**src/rtl/pipe_stage_reg.sv**
```systemverilog
// Parametrised inter-stage pipeline register with a stall-safe late-arriving field.
// Optional perf counters are built only when PIPE_STAGE_PERF_EN is defined.
module pipe_stage_reg #(
    parameter int unsigned         WIDTH     = 64,
    parameter int unsigned         LATE_W    = 32,
    parameter logic [LATE_W-1:0]   NOP_VALUE = 'h13
) (
    input  logic              clk,
    input  logic              rst,
    input  logic              flush,
    input  logic              stall,
    input  logic              valid_i,
    input  logic [WIDTH-1:0]  d_i,
    input  logic [LATE_W-1:0] late_i,
    output logic              valid_o,
    output logic [WIDTH-1:0]  q_o,
    output logic [LATE_W-1:0] late_o,
    output logic              holding_o,
    output logic [31:0]       stall_cnt_o,
    output logic [31:0]       flush_cnt_o
);

    typedef enum logic {PASS, HOLD} state_e;

    state_e              state_q, state_d;
    logic                valid_q, valid_d;
    logic [WIDTH-1:0]    payload_q, payload_d;
    logic [LATE_W-1:0]   hold_q, hold_d;

    // Flush beats stall beats load; the late field is captured only on stall entry.
    always_comb begin
        state_d   = state_q;
        valid_d   = valid_q;
        payload_d = payload_q;
        hold_d    = hold_q;
        if (flush) begin
            valid_d   = 1'b0;
            payload_d = '0;
            state_d   = PASS;
        end else if (stall) begin
            if (state_q == PASS) begin
                hold_d  = late_i;
                state_d = HOLD;
            end
        end else begin
            valid_d   = valid_i;
            payload_d = d_i;
            state_d   = PASS;
        end
    end

    always_ff @(posedge clk) begin
        if (rst) begin
            state_q   <= PASS;
            valid_q   <= 1'b0;
            payload_q <= '0;
            hold_q    <= '0;
        end else begin
            state_q   <= state_d;
            valid_q   <= valid_d;
            payload_q <= payload_d;
            hold_q    <= hold_d;
        end
    end

    // The BRAM output is already registered at its source, so only the mux sits on this path.
    assign late_o    = (rst || flush) ? NOP_VALUE :
                       (state_q == HOLD) ? hold_q : late_i;
    assign holding_o = (state_q == HOLD);
    assign valid_o   = valid_q;
    assign q_o       = payload_q;

`ifdef PIPE_STAGE_PERF_EN
    logic [31:0] stallCnt_q;
    logic [31:0] flushCnt_q;

    always_ff @(posedge clk) begin
        if (rst) begin
            stallCnt_q <= 32'd0;
            flushCnt_q <= 32'd0;
        end else begin
            if (stall && !flush) stallCnt_q <= stallCnt_q + 32'd1;
            if (flush)           flushCnt_q <= flushCnt_q + 32'd1;
        end
    end

    assign stall_cnt_o = stallCnt_q;
    assign flush_cnt_o = flushCnt_q;
`else
    assign stall_cnt_o = 32'h0;
    assign flush_cnt_o = 32'h0;
`endif

endmodule

```
**config.mk**
```make
export PLATFORM = sky130hd
export DESIGN_NAME = pipe_stage_reg
export DESIGN_NICKNAME = d
export VERILOG_FILES = /design/src/rtl/pipe_stage_reg.sv
export SDC_FILE = /design/constraint.sdc
export NUM_CORES = 1
export LEC_CHECK = 0
export CORE_MARGIN = 4
export CORE_UTILIZATION = 36
export CTS_CLUSTER_SIZE = 16
export DETAILED_ROUTE_END_ITERATION = 16
export GPL_TIMING_DRIVEN = 0
export PLACE_DENSITY = 0.73
export SKIP_CTS_REPAIR_TIMING = 1
export SYNTH_ARGS = -nofsm -noshare
export SYNTH_HDL_FRONTEND = slang
export SYNTH_SLANG_ARGS = --single-unit
```
**constraint.sdc**
```tcl
create_clock -name clk -period 1.41 [get_ports clk]
set_clock_uncertainty 0.15 [all_clocks]
set_input_delay 0.282 -clock clk [delete_from_list [all_inputs] [get_ports clk]]
set_output_delay 0.282 -clock clk [all_outputs]
set_load 0.01 [all_outputs]
```
==> flow_summary.json, run 1 <==
{
  "drt_drc_violations_left": 0,
  "setup.worst_path.start": "holding_o$_SDFF_PP0_",
  "outcome": "finished, violations left",
  "setup.worst_path.end_class": "primary output",
  "cp-start-kind": "register",
  "die-area_um2": 15900,
  "hold_path.class": "in2reg",
  "post_synth_instance_area_um2": 5020,
  "dp_hpwl_um": 11200,
  "synth_seq_cells": 98,
  "critical_path_arrival_ns": 1.46,
  "grt_overflow": 0,
  "tritoncts.num_buffers": 9,
  "clkSlewWorstSetupHoldPaths_ns": 0.07,
  "io_pins": 263,
  "finalCritPeriodShare_pct": 134,
  "grt_first_pass_wirelength_um": 21800,
  "clock_sinks": 98,
  "synth.distinct_cells": 17,
  "post_synth_inst_count": 491,
  "yosys-top-cells-area": "sky130_fd_sc_hd__dfxtp_1 39%, sky130_fd_sc_hd__mux2i_1 26%, sky130_fd_sc_hd__buf_4 10%",
  "timing.final.max_slew_violations": 0,
  "p_sw_mw": 1.88,
  "vdd_ir_drop_max_v": 0.000514,
  "grt_pass1_vias": 4296,
  "dr_vias": 4122,
  "hold_viol_final": 0,
  "pre_cts_slack_ns": -1.16,
  "critical_path_class": "reg2out",
  "min_path_cells": 3,
  "p_int_mw": 5.22,
  "die_width_um": 126,
  "grt_use_total_pct": 17.0,
  "port_buffers": 197,
  "grt_start_max_net_pins": 18,
  "drt_wl_total_um": 14600,
  "synth_sequential_area_ratio_pct": 39.1,
  "placedCellCount": 927,
  "route.antenna.remaining_nets": 0,
  "clkPwrFrac_pct": 35.9,
  "chipHeight_um": 126,
  "share_comb_of_total_power_pct": 22.5,
  "synth_largest_type_area_fraction_pct": 39.1,
  "antenna_violations_before_repair": 0,
  "routed_via_density": 4.33,
  "setup_slack_ns": -0.485,
  "path_cells": "buf_12 -> clkbuf_16 -> mux2i_4 -> nor2_4 -> buf_6",
  "cap_violations": 0,
  "largest_stage_delay_on_the_critical_path_ns": 0.38,
  "layoutNonFillerInstCount": 953,
  "clkLatencyLatePin_ns": 0.34,
  "reg2reg_setup_slack_ns": -0.17,
  "power.density_cell_area_nw_per_um2": 824,
  "final_net_count": 873,
  "timing.critical_path.buf_inv": 3,
  "maximum_operating_frequency_mhz": 528,
  "crit_fanout": 5,
  "routed_wire_length_per_instance_um": 15.3,
  "crit_cells": 5,
  "period_minus_slack_ns": 1.89,
  "core-area_um2": 13500,
  "syn_area_per_cell_um2": 10.2,
  "post-layout-total-power_mw": 7.09,
  "dr.first_iter.drc_count": 102,
  "failed_checks": "setup timing",
  "cts_htree_levels": 3,
  "fillerInstances": 1105,
  "mostFrequentLayoutCell": "sky130_fd_sc_hd__mux2i_1",
  "clk_path_buf_depth": 2,
  "grt_setup_unrepaired": "true",
  "critical-path-slowest-cell": "sky130_fd_sc_hd__dfxtp_4",
  "post-synth-top-area-cell": "sky130_fd_sc_hd__dfxtp_1",
  "min-delay-start": "flush",
  "finalWeightedCongestion": 0.778,
  "post_route_cells_drive_above_1_share_pct": 27.0,
  "power.share.switching_pct": 26.5,
  "synthToLayoutAreaGrowth_pct": 71.3,
  "worst_ep_required_time_ns": 0.98,
  "cts_tree": "built",
  "sequentialPowerShare_pct": 41.6,
  "cell_family_with_most_cp_delay": "buffers and inverters",
  "setup_viol": 64,
  "worst-r2r-cell-count": 6,
  "floorplan.rows": 42,
  "drt-pass1-iter-count": 5,
  "num_antenna_cells": 0,
  "effective_utilization_at_floorplan_pct": 37.3,
  "timing.rr.start": "holding_o$_SDFF_PP0_",
  "synth.yosys.warnings": 0,
  "p_leak_nw": 4.66,
  "clock-root-buffer": "sky130_fd_sc_hd__clkbuf_16",
  "layout.cells.most_common_list": "99 x sky130_fd_sc_hd__mux2i_1, 97 x sky130_fd_sc_hd__dfxtp_1, 97 x sky130_fd_sc_hd__clkdlybuf4s50_1"
}
[final timing paths]
kind	to
hold reg to reg	hold_q[1]$_SDFFE_PP0P_
setup reg to reg	hold_q[25]$_SDFFE_PP0P_
setup / recovery	late_o[24]
hold / removal	holding_o$_SDFF_PP0_
[cells by family after synthesis]
| family | synth area share (%) |
|---|---|
| mux | 25.7 |
| other cells | 0.0746 |
| flops | 39.1 |
| simple gates | 20.2 |
| buf+inv | 15.0 |
[cells in the mapped netlist]
cell type                  count
sky130_fd_sc_hd__clkbuf_1     10
sky130_fd_sc_hd__buf_12        3
sky130_fd_sc_hd__nor2_1       65
sky130_fd_sc_hd__buf_2         8
sky130_fd_sc_hd__nor3b_2       1
sky130_fd_sc_hd__and2_1        1
sky130_fd_sc_hd__dfxtp_1      98
sky130_fd_sc_hd__nor2_2        1
sky130_fd_sc_hd__nand2_1       3
sky130_fd_sc_hd__nand2b_1     64
sky130_fd_sc_hd__mux2i_1     129
sky130_fd_sc_hd__buf_6         4
sky130_fd_sc_hd__or2_1         1
sky130_fd_sc_hd__conb_1        1
sky130_fd_sc_hd__buf_4        70
sky130_fd_sc_hd__nor2_4       29
sky130_fd_sc_hd__buf_8         3
[metrics by stage]
step                utilization [%]  area, um^2  TNS, ns  hold slack (ns)
finish                         64.0        8610   -19.13            0.269
global route                   64.0        8610   -22.75            0.292
CTS                            60.1        8080   -64.68            0.327
detailed placement             57.8        7780   -81.91            0.318
global placement               57.8        7780   -79.29            0.309
floorplan                         -        5590    -1.09            0.276
[power groups by stage]
stage / clock, mW / sequential [mW] / combinational, mW
2_1_floorplan: 0 / 3.03 / 0.859
4_1_cts: 2.62 / 2.95 / 1.51
3_3_place_gp: 0 / 3.01 / 1.48
5_1_grt: 2.74 / 2.96 / 1.71
3_5_place_dp: 0 / 3.01 / 1.50
6_report: 2.55 / 2.95 / 1.60
[sequential cells by signal, summed over array words and instances (netlist names)]
| signal | cells |
|---|---|
| valid_o | 1 |
| holding_o | 1 |
| q_o | 64 |
| hold_q | 32 |
[area by class of cell]
type / count / area [um^2] / area share [%]
Buffer: 97 / 837 / 9.73
Multi-Input combinational cell: 358 / 2910 / 33.8
Clock inverter: 6 / 73.8 / 0.858
Tap cell: 176 / 220 / 2.56
Clock buffer: 10 / 229 / 2.66
Sequential cell: 98 / 1970 / 22.8
Timing Repair Buffer: 208 / 2370 / 27.6
[per-layer routing]
metal	track usage, %	vias to the layer above	part of all wire, %
met3	5.17	21	7.6
met5	0	-	0
met4	6.88	0	2.1
met1	18.9	1922	37
met2	30.3	145	53
li1	-	2034	-
[worst min-delay path: cells and delay by family]
family	cells	cell delay, ns
and+or+nand+nor	2	0.26
buffers and inverters	1	0.18
No activity file was read; power rests on OpenSTA's default activity.
==> run 2, diff against run 1 <==
--- a/config.mk
+++ b/config.mk
@@ -5,7 +5,7 @@
 export SDC_FILE = /design/constraint.sdc
 export NUM_CORES = 1
 export LEC_CHECK = 0
-export CORE_MARGIN = 4
+export CORE_MARGIN = 3
 export CORE_UTILIZATION = 36
 export CTS_CLUSTER_SIZE = 16
 export DETAILED_ROUTE_END_ITERATION = 16
==> flow_summary.json, run 2 (synthesis gave the netlist of run 1 again) <==
{
  "cap_violations": 0,
  "min_path_cells": 3,
  "dp_hpwl_um": 10900,
  "grt_pass1_vias": 4067,
  "finalCritPeriodShare_pct": 134,
  "busiest_layer": "met2",
  "final_net_count": 873,
  "die_width_um": 124,
  "antenna_violations_before_repair": 2,
  "grt.met1_usage_pct": 18.8,
  "vdd_ir_drop_max_v": 0.000606,
  "grt_use_total_pct": 16.9,
  "floorplan.rows": 42,
  "p_leak_nw": 4.64,
  "route.antenna.remaining_nets": 0,
  "failed_checks": "setup timing",
  "grt_first_pass_wirelength_um": 20200,
  "period_minus_slack_ns": 1.89,
  "outcome": "finished, violations left",
  "setup_slack_ns": -0.482,
  "die-area_um2": 15400,
  "clk_path_buf_depth": 2,
  "routed_wire_length_per_instance_um": 15.0,
  "flip_flop_count_of_the_largest_register_all_copies_and_words_added": 64,
  "finalInstanceArea_um2": 8590,
  "met2_resource_use_gr_pct": 30.4,
  "fillerInstances": 1124,
  "routed_via_density": 4.23,
  "drt_wl_total_um": 14300,
  "clock_sinks": 98,
  "layoutNonFillerInstCount": 954,
  "drt-pass1-iter-count": 4,
  "grt_setup_unrepaired": "true",
  "drt_drc_violations_left": 0,
  "setup_viol": 64,
  "io_pins": 263,
  "dr_vias": 4038,
  "grt_start_max_net_pins": 17,
  "layout.core_utilization_pct": 63.9,
  "finalWeightedCongestion": 0.719,
  "dr.first_iter.drc_count": 145,
  "worst_hold_slack_ns": 0.290,
  "clkLatencyLatePin_ns": 0.34,
  "timing.final.max_slew_violations": 0,
  "maximum_operating_frequency_mhz": 529,
  "synthToLayoutAreaGrowth_pct": 71.0,
  "core-area_um2": 13500,
  "worst_ep_required_time_ns": 0.98,
  "grt_overflow": 0,
  "power.density_cell_area_nw_per_um2": 800,
  "worst-r2r-cell-count": 6,
  "port_buffers": 197,
  "clock-root-buffer": "sky130_fd_sc_hd__clkbuf_16",
  "hold_viol_final": 0,
  "chipHeight_um": 124,
  "clkSlewWorstSetupHoldPaths_ns": 0.07,
  "crit_fanout": 5,
  "layout.cells.most_common_list": "100 x sky130_fd_sc_hd__mux2i_1, 97 x sky130_fd_sc_hd__dfxtp_1, 97 x sky130_fd_sc_hd__clkdlybuf4s50_1",
  "post-layout-total-power_mw": 6.87,
  "setup.worst_path.end_class": "primary output",
  "critical_path_class": "reg2out",
  "post_route_cells_drive_above_1_share_pct": 26.9,
  "critical_path_arrival_ns": 1.46,
  "hold_path.class": "in2reg",
  "mostFrequentLayoutCell": "sky130_fd_sc_hd__mux2i_1",
  "cp-start-kind": "register",
  "placedCellCount": 927,
  "place_area_um2": 7780,
  "cts_tree": "built",
  "cts_htree_levels": 3,
  "effective_utilization_at_floorplan_pct": 37.3,
  "tritoncts.num_buffers": 9,
  "grt_util_met3_pct": 6.58
}
-- run 2: cell types whose count changed in the layout (fill, tap and decap cells not counted), sizes merged --
cell / delta
bufinv: -1
clkbuf: +1
clkinvlp: +1
clkinv: +2
diode: +1
inv: -3
-- run 2: routing by layer --
| metal | wire (um) | up-vias |
|---|---|---|
| li1 | - | 2024 |
| met5 | 13 | - |
| met1 | 5440 | 1852 |
| met4 | 176 | 2 |
| met3 | 1080 | 15 |
| met2 | 7550 | 145 |
-- run 2: critical path, cell delays in order, from the launching register on --
cell and delay (ns):
sky130_fd_sc_hd__dfxtp_4 0.38, sky130_fd_sc_hd__buf_12 0.14, sky130_fd_sc_hd__clkbuf_16 0.17, sky130_fd_sc_hd__mux2i_4 0.26, sky130_fd_sc_hd__nor2_4 0.04, sky130_fd_sc_hd__buf_6 0.11
-- run 2: final timing paths --
check | from | endpoint | slack, ns
max reg2reg | holding_o$_SDFF_PP0_ | hold_q[4]$_SDFFE_PP0P_ | -0.20
min reg2reg | hold_q[0]$_SDFFE_PP0P_ | hold_q[0]$_SDFFE_PP0P_ | 0.33
min | flush | holding_o$_SDFF_PP0_ | 0.29
max | holding_o$_SDFF_PP0_ | late_o[9] | -0.48
-- run 2: per-stage QoR --
stage | setup slack, ns | setup TNS, ns
final | -0.482 | -19.11
after global routing | -0.541 | -23.53
after CTS | -1.17 | -65.07
after global placement | -1.18 | -80.34
after floorplan | -0.0382 | -1.09
after detailed placement | -1.15 | -81.26
-- run 2: layout make-up --
cell class	instances	area, um^2	area share, %
Tap cell	176	220	2.56
Buffer	97	837	9.74
Multi-Input combinational cell	358	2910	33.9
Clock inverter	5	40.0	0.466
Timing Repair Buffer	208	2370	27.6
Clock buffer	11	243	2.83
Antenna cell	1	2.50	0.0291
Sequential cell	98	1970	22.9
-- run 2: power by group --
part / internal, mW / switching [mW]
Sequential: 2.88 / 0.0769
Clock: 1.25 / 1.08
Combinational: 0.939 / 0.655
==> edit (settings of run 2) <==
`WIDTH`: 64 -> 60.
--- a/src/rtl/pipe_stage_reg.sv
+++ b/src/rtl/pipe_stage_reg.sv
@@ -1,7 +1,7 @@
 // Parametrised inter-stage pipeline register with a stall-safe late-arriving field.
 // Optional perf counters are built only when PIPE_STAGE_PERF_EN is defined.
 module pipe_stage_reg #(
-    parameter int unsigned         WIDTH     = 64,
+    parameter int unsigned         WIDTH     = 60,
     parameter int unsigned         LATE_W    = 32,
     parameter logic [LATE_W-1:0]   NOP_VALUE = 'h13
 ) (
Interface: changed (resized d_i and q_o); port bits go from 263 to 255. The function was not compared with the original's and may differ.
==> edit against run 2 <==
- the flow still finishes with violations (setup timing)
- final area decreased by 3.3%
- sequential power down 4%
- synthesized area fell by 9.0%
- cell count shrank 3.1%
- sequential cell count decreased by 4
- worst setup slack better by 0.012 ns
- power grew 0.90%
- routed wire length shrank 3.6%
- largest power group unchanged
==> edit: results (changes against run 2) <==
Post-synthesis mux area share = 27.4% (was 25.7%)
R2R Path End = hold_q[16] (was hold_q[4])
Layout cells sized above 1 = 27.6% (was 26.9%)
Main synth FF type = dfxtp_1 (unchanged)
Top Layer Used = met4 (was met5)
Non-clk bufs = 294 (was 305)
Flip-flop count of the largest register after layout = 60 (was 64)
Worst r2r path cells = 5 (was 6)
Signal buf overhead = 36.6% (was 37.4%)
Gpl congestion = 0.746 (was 0.719)
Peak VDD IR = 982 uV (was 606 uV)
Metal-1 WL = 5170 um (was 5440 um)
Final Net Count = 846 (was 873)
Initial DRC count = 108 (was 145)
Status = finished with violations (unchanged)
R2r setup slk = -0.11 ns (was -0.20 ns)
Clock buffer count = 14 (was 11)
First-pass GRT wire length = 21000 um (was 20200 um)
HPWL after detailed placement = 10500 um (was 10900 um)
Synth cell types = 13 (was 17)
Total Wirelength = 13800 um (was 14300 um)
Register area share after synthesis = 41.2% (was 39.1%)
Met2 routed WL = 7190 um (was 7550 um)
Proportion of cell area occupied by multi-input gates = 34.2% (was 33.9%)
ClkCell Share = 3.87% (was 3.29%)
Worst skew pair latency = 0.34 ns (about the same)
Routed via count = 3931 (was 4038)
Vias in the first global route = 3962 (was 4067)
Filler cells = 980 (was 1124)
Area contributors post-synth = dfxtp_1 41%, mux2i_1 27%, buf_4 11%, nand2b_1 8.8%, nor2_1 7.5% (was dfxtp_1 39%, mux2i_1 26%, buf_4 10%, nand2b_1 8.0%, nor2_4 6.5%)
Multi-input logic cell count = 350 (was 358)
Setup ws final = -0.470 ns (was -0.482 ns)
Hold_ws = 0.149 ns (was 0.290 ns)
Largest net degree at the start of global routing = 15 (was 17)
N_diodes = 2 (was 1)
Net Sw Frac = 24.6% (was 26.3%)
Synth Instances = 477 (was 491)
Routed vias/inst = 4.25 (was 4.23)
DP Worst Slack = -1.05 ns (was -1.15 ns)
Synth top cells by count = 125 x mux2i_1, 94 x dfxtp_1, 91 x nor2_1 (was 129 x mux2i_1, 98 x dfxtp_1, 70 x buf_4)
Finish-stage setup viols = 63 (was 64)
Seq/total area = 22.7% (was 22.9%)
WHS Endpoint = q_o[54] (was holding_o)
HP Start = stall (was flush)
Failing checks = setup timing (unchanged)
Global Route Usage Sum = 18.8% (was 16.9%)
Clk sinks = 94 (was 98)
Area after DPL = 0.00734 mm2 (was 0.00778 mm2)
Met3 wire len = 1100 um (was 1080 um)
==> edit: cell count changes after synthesis, sizes merged <==
| cell | delta |
|---|---|
| clkbuf | -2 |
| dfxtp | -4 |
| mux2i | -4 |
| nor2 | -4 |
==> edit: routing by layer <==
metal / GRT usage [%] / vias up
li1: - / 1968
met1: 20.4 / 1804
met2: 33.3 / 139
met3: 7.75 / 20
met4: 5.79 / 0
met5: 0 / -
==> edit: power groups by stage <==
stage	registers [uW]	logic (uW)	clock network [uW]
floorplan	2900	786	0
global placement	2880	1370	0
detailed placement	2880	1390	0
CTS	2820	1400	2660
global route	2840	1640	2770
finish	2830	1530	2570
==> edit: worst register-to-register path, stage by stage (launching register included) <==
cell and delay (ns):
dfxtp_4 0.36, clkbuf_16 0.16, nor3b_4 0.21, buf_6 0.21, clkbuf_16 0.18, mux2i_1 0.18
==> edit: cell families (layout without fill, tap and decap cells) <==
kind of cell / count (synthesis) / after routing
mux: 125 / 125
buf+inv: 96 / 310
simple gates: 161 / 161
other cells: 1 / 66
flops: 94 / 94
